## src/rtl/uart_rx_pkg.sv

```systemverilog
// Shared types and constants for the UART receiver: FSM states, default
// frame width, legal oversampling ratios and the parity helper.
package uart_rx_pkg;

  typedef enum logic [2:0] {
    ST_IDLE   = 3'd0,
    ST_START  = 3'd1,
    ST_DATA   = 3'd2,
    ST_PARITY = 3'd3,
    ST_STOP   = 3'd4
  } state_e;

  localparam int DATA_WIDTH_DEF = 8;
  localparam int PRESCALE_8     = 8;
  localparam int PRESCALE_16    = 16;
  localparam int PRESCALE_32    = 32;

  // Expected parity bit from the XOR-reduction of the data (odd flips it).
  function automatic logic exp_parity(input logic xor_data, input logic odd);
    return xor_data ^ odd;
  endfunction

endpackage

```

## src/rtl/uart_rx_sampler.sv

```systemverilog
// Three-point majority-vote bit sampler: captures rx_s at mid-bit-1 and
// mid-bit, and votes with the live value at mid-bit+1.
module uart_rx_sampler
  import uart_rx_pkg::*;
#(
  parameter int PRESCALE_W = 6
) (
  input  logic                  clk_i,
  input  logic                  rst_i,
  input  logic                  rx_s_i,
  input  logic [PRESCALE_W-1:0] edge_cnt_i,
  input  logic [PRESCALE_W-1:0] prescale_i,
  output logic                  sampled_o,
  output logic                  sample_done_o
);

  logic [PRESCALE_W-1:0] half_s;
  logic                  s0_q, s0_d;
  logic                  s1_q, s1_d;

  assign half_s = prescale_i >> 1;

  // Pick which of the first two sample slots is written this cycle.
  always_comb begin
    s0_d = s0_q;
    s1_d = s1_q;
    if (edge_cnt_i == (half_s - PRESCALE_W'(1))) begin
      s0_d = rx_s_i;
    end else if (edge_cnt_i == half_s) begin
      s1_d = rx_s_i;
    end else begin
      s0_d = s0_q;
      s1_d = s1_q;
    end
  end

  // Sample slot registers.
  always_ff @(posedge clk_i) begin
    if (rst_i) begin
      s0_q <= 1'b1;
      s1_q <= 1'b1;
    end else begin
      s0_q <= s0_d;
      s1_q <= s1_d;
    end
  end

  assign sample_done_o = (edge_cnt_i == (half_s + PRESCALE_W'(1)));
  assign sampled_o     = (s0_q & s1_q) | (s0_q & rx_s_i) | (s1_q & rx_s_i);

endmodule

```

## src/rtl/uart_rx.sv

```systemverilog
// UART receiver: synchronizer, frame FSM, bit/edge counters, shift register
// and parity/stop checking with one-cycle registered result pulses.
module uart_rx
  import uart_rx_pkg::*;
#(
  parameter int DATA_WIDTH = DATA_WIDTH_DEF,
  parameter int PRESCALE_W = 6
) (
  input  logic                  CLK,
  input  logic                  RST,
  input  logic                  RX_IN,
  input  logic                  PAR_EN,
  input  logic                  PAR_TYP,
  input  logic [PRESCALE_W-1:0] Prescale,
  output logic [DATA_WIDTH-1:0] P_DATA,
  output logic                  Data_Valid,
  output logic                  Par_Err,
  output logic                  Stop_Err
);

  localparam int BCW = (DATA_WIDTH > 1) ? $clog2(DATA_WIDTH) : 1;
  localparam logic [BCW-1:0] LAST_BIT = BCW'(DATA_WIDTH - 1);

  state_e                state_q, state_d;
  logic                  sync1_q, rx_s_q;
  logic [PRESCALE_W-1:0] edge_q, edge_d, ps_q, ps_d, next_edge_s;
  logic [BCW-1:0]        bit_q, bit_d;
  logic [DATA_WIDTH-1:0] shift_q, shift_d, pdata_q, pdata_d;
  logic                  par_en_q, par_en_d, par_typ_q, par_typ_d;
  logic                  glitch_q, glitch_d, par_bad_q, par_bad_d;
  logic                  dv_q, dv_d, pe_q, pe_d, se_q, se_d;
  logic                  wrap_s, sampled_s, sample_done_s;

  // Two-flop synchronizer, idles high.
  always_ff @(posedge CLK) begin
    if (RST) begin
      sync1_q <= 1'b1;
      rx_s_q  <= 1'b1;
    end else begin
      sync1_q <= RX_IN;
      rx_s_q  <= sync1_q;
    end
  end

  uart_rx_sampler #(.PRESCALE_W(PRESCALE_W)) u_sampler (
    .clk_i         (CLK),
    .rst_i         (RST),
    .rx_s_i        (rx_s_q),
    .edge_cnt_i    (edge_q),
    .prescale_i    (ps_q),
    .sampled_o     (sampled_s),
    .sample_done_o (sample_done_s)
  );

  assign wrap_s      = (edge_q == (ps_q - PRESCALE_W'(1)));
  assign next_edge_s = wrap_s ? '0 : (edge_q + PRESCALE_W'(1));

  // Next-state logic; frame config is frozen in *_q from start detection on.
  always_comb begin
    state_d   = state_q;
    edge_d    = next_edge_s;
    bit_d     = bit_q;
    shift_d   = shift_q;
    pdata_d   = pdata_q;
    par_en_d  = par_en_q;
    par_typ_d = par_typ_q;
    ps_d      = ps_q;
    glitch_d  = glitch_q;
    par_bad_d = par_bad_q;
    dv_d      = 1'b0;
    pe_d      = 1'b0;
    se_d      = 1'b0;
    case (state_q)
      ST_IDLE: begin
        edge_d = '0;
        bit_d  = '0;
        if (!rx_s_q) begin
          state_d   = ST_START;
          edge_d    = PRESCALE_W'(1);
          par_en_d  = PAR_EN;
          par_typ_d = PAR_TYP;
          ps_d      = Prescale;
          glitch_d  = 1'b0;
          par_bad_d = 1'b0;
        end else begin
          state_d = ST_IDLE;
        end
      end
      ST_START: begin
        if (sample_done_s) begin
          glitch_d = sampled_s;
        end else begin
          glitch_d = glitch_q;
        end
        if (wrap_s) begin
          state_d = glitch_q ? ST_IDLE : ST_DATA;
        end else begin
          state_d = ST_START;
        end
      end
      ST_DATA: begin
        if (sample_done_s) begin
          shift_d = {sampled_s, shift_q[DATA_WIDTH-1:1]};
        end else begin
          shift_d = shift_q;
        end
        if (wrap_s && (bit_q == LAST_BIT)) begin
          bit_d   = '0;
          state_d = par_en_q ? ST_PARITY : ST_STOP;
        end else if (wrap_s) begin
          bit_d = bit_q + BCW'(1);
        end else begin
          bit_d = bit_q;
        end
      end
      ST_PARITY: begin
        if (sample_done_s) begin
          par_bad_d = (sampled_s != exp_parity(^shift_q, par_typ_q));
        end else begin
          par_bad_d = par_bad_q;
        end
        if (wrap_s) begin
          state_d = ST_STOP;
        end else begin
          state_d = ST_PARITY;
        end
      end
      ST_STOP: begin
        // Leave at the last sample so a directly following start bit is seen.
        if (sample_done_s) begin
          state_d = ST_IDLE;
          edge_d  = '0;
          se_d    = ~sampled_s;
          pe_d    = par_bad_q;
          if (sampled_s && !par_bad_q) begin
            dv_d    = 1'b1;
            pdata_d = shift_q;
          end else begin
            dv_d    = 1'b0;
          end
        end else begin
          state_d = ST_STOP;
        end
      end
      default: begin
        state_d = ST_IDLE;
        edge_d  = '0;
      end
    endcase
  end

  // State, counters, datapath and result registers.
  always_ff @(posedge CLK) begin
    if (RST) begin
      state_q   <= ST_IDLE;
      edge_q    <= '0;
      bit_q     <= '0;
      shift_q   <= '0;
      pdata_q   <= '0;
      par_en_q  <= 1'b0;
      par_typ_q <= 1'b0;
      ps_q      <= PRESCALE_W'(PRESCALE_8);
      glitch_q  <= 1'b0;
      par_bad_q <= 1'b0;
      dv_q      <= 1'b0;
      pe_q      <= 1'b0;
      se_q      <= 1'b0;
    end else begin
      state_q   <= state_d;
      edge_q    <= edge_d;
      bit_q     <= bit_d;
      shift_q   <= shift_d;
      pdata_q   <= pdata_d;
      par_en_q  <= par_en_d;
      par_typ_q <= par_typ_d;
      ps_q      <= ps_d;
      glitch_q  <= glitch_d;
      par_bad_q <= par_bad_d;
      dv_q      <= dv_d;
      pe_q      <= pe_d;
      se_q      <= se_d;
    end
  end

  assign P_DATA     = pdata_q;
  assign Data_Valid = dv_q;
  assign Par_Err    = pe_q;
  assign Stop_Err   = se_q;

endmodule

```

## config.mk

```make
export PLATFORM = sky130hd
export DESIGN_NAME = uart_rx
export DESIGN_NICKNAME = d
export VERILOG_FILES = /design/src/rtl/uart_rx_pkg.sv /design/src/rtl/uart_rx_sampler.sv /design/src/rtl/uart_rx.sv
export SDC_FILE = /design/constraint.sdc
export NUM_CORES = 1
export LEC_CHECK = 0
export CELL_PAD_IN_SITES_DETAIL_PLACEMENT = 1
export CELL_PAD_IN_SITES_GLOBAL_PLACEMENT = 1
export CORE_ASPECT_RATIO = 0.6
export CORE_MARGIN = 8
export CORE_UTILIZATION = 40
export CTS_CLUSTER_SIZE = 25
export DETAILED_ROUTE_END_ITERATION = 6
export PLACE_DENSITY = 0.76
export REMOVE_ABC_BUFFERS = 1
export SYNTH_ARGS = -nofsm -noshare
export SYNTH_HDL_FRONTEND = slang
export SYNTH_SLANG_ARGS = --single-unit
```

## constraint.sdc

```tcl
create_clock -name CLK -period 2.4 [get_ports CLK]
set_clock_uncertainty 0.1 [all_clocks]
set_input_delay 0.24 -clock CLK [delete_from_list [all_inputs] [get_ports CLK]]
set_output_delay 0.24 -clock CLK [all_outputs]
set_load 0.05 [all_outputs]
```

After elaboration in Yosys (flattened, before gate mapping):

Cells that the tools add are included.

* magnitude comparators: 0
* add/subtract/negate cells: 5
* mux-type cells: 21
* shift operators: 0
* reduce and logical (&&, ||, !) cells: 17
* multipliers: 0
* div/mod/pow operators: 0
* equality and inequality tests: 15
* bitwise gates (word level): 11

Operators by type and width (number)
* $eq 6x6->1: 3
* $mux 3: 6
* $pmux 6 s3: 1
* $pmux 3 s5: 1
* $mux 6: 2
* $reduce_and 3->1: 3
* $ne 2x2->1 const B: 4
* $reduce_and 2->1: 4
* $reduce_xor 8->1: 1
* $add 5x1->6 const B: 1
* $add 6x1->6 const B: 1
* $eq 3x2->1 const B: 2
* $eq 3x3->1 const B: 2
* $eq 6x5->1: 1
* $mux 1: 6
* $pmux 3 s2: 1
* $reduce_bool 2->1: 3
* $reduce_or 3->1: 2
* $sub 5x1->6 const B: 1
* $sub 6x1->6 const B: 1
* $not 1->1: 5
* $mux 2: 2
* $pmux 1 s2: 2
* $add 3x1->3 const B: 1
* 9 further kinds: 13

* memory bits (writable): 0
* register bits: 45
* logic and storage cells: 86
* output and inout bits: 11
* input bits: 11
* ROM bits: 0
* memories kept: 0
* latch bits: 0

Logic depth before layout (Yosys ltp):

* depth after elaboration: 6
* mapped depth: 9
* mapped depth without buffers: 7

Modules after synthesis:

A second synthesis with hierarchy kept.

* cells, all modules: 284
* area, all modules: 2422.3 sq um

Modules (own cells, without submodules)
* uart_rx: area each 1991.9 sq um, cells an instance 232, seq. area each 860.8 sq um, times used 1
* uart_rx_sampler: area each 430.4 sq um, cells an instance 52, seq. area each 40.0 sq um, times used 1

Worst setup path before layout:

No wires, ideal clock.

* kind: flip-flop to flip-flop
* start: register ps_q[2]
* end: register state_q[2]
* setup time: 0.060 ns
* arrival: 2.259 ns
* path slack: -0.019 ns
* cell stages (with the launch flop): 9
* period minus slack after synthesis: 2.419 ns
* data required time: 2.240 ns
* path buffers: 1
* cells stage by stage: dfxtp_1 clkbuf_1 inv_1 ha_1 or3b_1 or3_1 a211o_1 o31ai_2 o221a_1

* cells in the longest elaborated chain, start to end: 4
* elaborated cells on any way between the ends: 9
* those cells by class: 2 x add/sub; 3 x eq/ne; 3 x mux; 1 x reduce/logical

RTL lines
* start, declared: RTL line uart_rx.sv:26 `logic [PRESCALE_W-1:0] edge_q, edge_d, ps_q, ps_d, next_edge_s;`
* start signal, assigned: RTL line uart_rx.sv:162 `ps_q <= PRESCALE_W'(PRESCALE_8);`
* start signal, assigned: RTL line uart_rx.sv:176 `ps_q <= ps_d;`
* $sub 6x1->6 / $add 5x1->6 (equally long branches): RTL line uart_rx.sv:55, uart_rx_sampler.sv:48
* $eq 6x6->1 (on tied branches): RTL line uart_rx.sv:55, uart_rx_sampler.sv:48
* $mux 3 (tied with other cells): RTL line uart_rx.sv:122 `if (wrap_s) begin`
* $pmux 3 s5 / $ne 2x2->1 (equally long branches)
* end signal, assigned: RTL line uart_rx.sv:169 `state_q <= state_d;`
* end, declared: RTL line uart_rx.sv:24 `state_e state_q, state_d;`

Parallel ways exist; a longest one is shown, timed or not.
A chain may end at the register's enable or synchronous reset.

Worst setup path after layout:

* start: register ps_q[1]
* end: register state_q[1]

* cells in the longest elaborated chain, start to end: 4
* elaborated cells on any way between the ends: 7
* those cells by class: 1 x add/sub; 2 x eq/ne; 3 x mux; 1 x reduce/logical

RTL lines
* $sub 6x1->6 (*): RTL line uart_rx.sv:55 `assign wrap_s = (edge_q == (ps_q - PRESCALE_W'(1)));`
* $eq 6x6->1 (*): RTL line uart_rx.sv:55
* $mux 3 (tied with other cells): RTL line uart_rx.sv:122
* $pmux 3 s5 / $ne 2x2->1 (equally long branches)

Every way passes the cells marked *; elsewhere a longest branch is shown, timed or not.

==> flow_summary.json <==
{
  "track_usage_pct": 16.9,
  "chipHeight_um": 78.5,
  "clk_pin_slew_worst_paths_ns": 0.09,
  "avgSynthCellArea_sq_um": 8.61,
  "yosys_warnings": 0,
  "coreArea_sq_um": 6190,
  "final_nets": 359,
  "critPathLaunchType": "flop",
  "num_rows": 22,
  "seq_area_sq_um": 908,
  "detail_route.wl_per_cell_um": 18.9,
  "synthToLayoutAreaGrowth_pct": 24.3,
  "first_pass_iters": 4,
  "worstHoldStart": "sync1_q",
  "setup_viol": 1,
  "synth_cells": 302,
  "p_per_area_nw_per_um2": 501,
  "port_buffers": 21,
  "arrival_ns": 2.55,
  "layout_common_cells": "dfxtp_1, nand2_1, buf_4",
  "antenna_left": 0,
  "place_area_sq_um": 3030,
  "status": "complete, but fails checks",
  "grt_pass1_vias": 2580,
  "final_layout_size_suffix_gt1_share_pct": 19.3,
  "p_leak_nw": 1.23,
  "final_hold_viol_count": 0,
  "clk-insertion-delay-late_ns": 0.31,
  "gp_congestion": 0.836,
  "die_area_sq_um": 9420,
  "peakVddDrop_mv": 0.305,
  "ios": 22,
  "globalRouteOverflowTotal": 0,
  "fin_util_pct": 52.2,
  "fin_area_sq_um": 3230,
  "vias_per_cell": 5.64,
  "synthFlopType": "dfxtp_1",
  "wl_um": 8030,
  "diodes": 0,
  "cts_tree": "yes",
  "r2r-start": "ps_q[1]",
  "period_minus_slack_ns": 2.45,
  "drc": 0,
  "report.final.slew_viol_count": 0,
  "maxCapViolations": 0,
  "async_flop_share_pct": 0,
  "ys_ff_latch": 45,
  "period_share_pct": 102,
  "hp-class": "flop to flop",
  "clockRootBuffer": "clkbuf_8",
  "cp-startpoint": "ps_q[1]",
  "antenna_found_initial": 0,
  "cts_buffers": 5,
  "grt_first_pass_wirelength_um": 13000,
  "nFillCells": 720,
  "start_util_pct": 42.0,
  "clockBufferDepth": 2,
  "multi_input_area_sq_um": 1610,
  "syn_area_sq_um": 2600,
  "tightest_slew_ns": 0.514,
  "final_common_cell": "dfxtp_1",
  "fp.dieW_um": 120,
  "synth_cell_types": 54,
  "cts_sinks": 45,
  "path_max_fanout": 5,
  "max-slew-margin-rel_pct": 65.6,
  "fmax_mhz": 408,
  "crit_required_ns": 2.50,
  "dp_hpwl_um": 5910,
  "rsz0062_at_grt": "yes",
  "cp-end-kind": "flop",
  "via_count": 2404,
  "grt_max_degree": 22,
  "violations": "negative setup slack",
  "seq_area_frac_synth_pct": 34.6,
  "synth-edff-count": 0,
  "fin_ws_ns": -0.0526,
  "drtIter0Drc": 170,
  "ctsHtreeMaxLevel": 2,
  "critical_path_class": "flop to flop"
}
-- final cells by class --
type | count | share of cell area, %
Inverter | 8 | 1.08
Clock inverter | 2 | 1.16
Multi-Input combinational cell | 228 | 49.8
Timing Repair Buffer | 53 | 14.0
Clock buffer | 6 | 2.55
Sequential cell | 45 | 28.1
Tap cell | 84 | 3.25
-- cell families (layout without fill, tap and decap cells) --
| kind of cell | count (synthesis) | in the layout | synth area share, % |
|---|---|---|---|
| compound gates | 59 | 59 | 16.8 |
| mux | 11 | 11 | 4.23 |
| fa+ha+maj | 8 | 8 | 3.75 |
| flops | 45 | 45 | 34.6 |
| buf+inv | 29 | 69 | 5.63 |
| simple gates | 121 | 121 | 25.2 |
| xor+xnor | 29 | 29 | 9.76 |
-- synth_stat cells, types with 4 or more instances --
| cell | instances | area share, % |
|---|---|---|
| dfxtp_1 | 45 | 35 |
| nand2_1 | 37 | 5.3 |
| nor2_1 | 15 | 2.2 |
| xnor2_1 | 15 | 5.1 |
| xor2_1 | 14 | 4.7 |
| a21oi_1 | 11 | 2.1 |
| mux2i_1 | 11 | 4.2 |
| nand3_1 | 11 | 2.1 |
| nor4_1 | 11 | 2.6 |
| clkbuf_1 | 9 | 1.3 |
| a31o_1 | 8 | 2.7 |
| inv_1 | 8 | 1.2 |
| ha_1 | 7 | 3.4 |
| nand2b_1 | 7 | 1.7 |
| or2_2 | 7 | 1.7 |
| buf_2 | 6 | 1.2 |
| o211ai_1 | 6 | 1.7 |
| o21ai_0 | 6 | 1.2 |
| a2111oi_0 | 5 | 1.7 |
| a31oi_1 | 4 | 0.96 |
| buf_6 | 4 | 1.7 |
| nand4_1 | 4 | 0.96 |
| nor2b_1 | 4 | 0.96 |
| or3_1 | 4 | 0.96 |
-- stage by stage --
stage / setup WS (ns) / hold slack (ns) / total power, W / cells / TNS (ns)
floorplan: -0.0185 / 0.209 / 0.000900 / 281 / -0.196
CTS: -0.0241 / 0.323 / 0.00161 / 425 / -0.0241
global placement: -0.0118 / 0.293 / 0.000997 / 417 / -0.0118
global route: -0.0903 / 0.334 / 0.00168 / 426 / -0.250
detailed placement: -0.0779 / 0.302 / 0.00100 / 417 / -0.341
finish: -0.0526 / 0.319 / 0.00162 / 426 / -0.0526
-- flip-flops by register name (all words and copies together) (netlist names) --
name            flops
ps_q                6
u_sampler.s0_q      1
Data_Valid          1
par_typ_q           1
bit_q               3
sync1_q             1
P_DATA              8
Stop_Err            1
u_sampler.s1_q      1
Par_Err             1
state_q             3
edge_q              6
rx_s_q              1
par_en_q            1
par_bad_q           1
glitch_q            1
shift_q             8
-- worst max-delay path, stage by stage (launching register included) --
cell,delay (ns)
dfxtp_4,0.37
inv_4,0.08
ha_4,0.13
or3b_4,0.39
or3_4,0.40
a211oi_2,0.41
nand3_1,0.18
a32o_1,0.30
-- path summary, 6_finish.rpt --
kind / end / slack, ns / depth (start not counted)
setup / recovery: state_q[1] / -0.05 / 7
hold / removal: rx_s_q / 0.32 / 1
setup reg to reg: state_q[1] / -0.05 / 7
hold reg to reg: rx_s_q / 0.32 / 1
-- power breakdown --
| group | switching (W) | internal (W) | total, W |
|---|---|---|---|
| clock network | 0.000279 | 0.000339 | 0.000618 |
| registers | 0.0000155 | 0.000756 | 0.000771 |
| logic | 0.000134 | 0.0000979 | 0.000232 |
-- layer usage --
| layer | share of wire, % | routed length (um) | vias up | track usage (%) |
|---|---|---|---|---|
| met5 | 0 | 0 | - | 0 |
| met4 | 0.36 | 29 | 0 | 3.72 |
| met3 | 4.5 | 361 | 4 | 3.43 |
| met2 | 42 | 3410 | 52 | 24.7 |
| met1 | 53 | 4230 | 1187 | 24.9 |
| li1 | - | - | 1161 | - |
-- what timing repair did --
item | CTS | global route
gates resized for setup | 5 | 17
pin swaps | 1 | 13
setup endpoints to repair | 14 | 23
hold buffers | 0 | 0
buffers inserted | 0 | 1
Note: power is estimated with default switching activity, not from simulation.
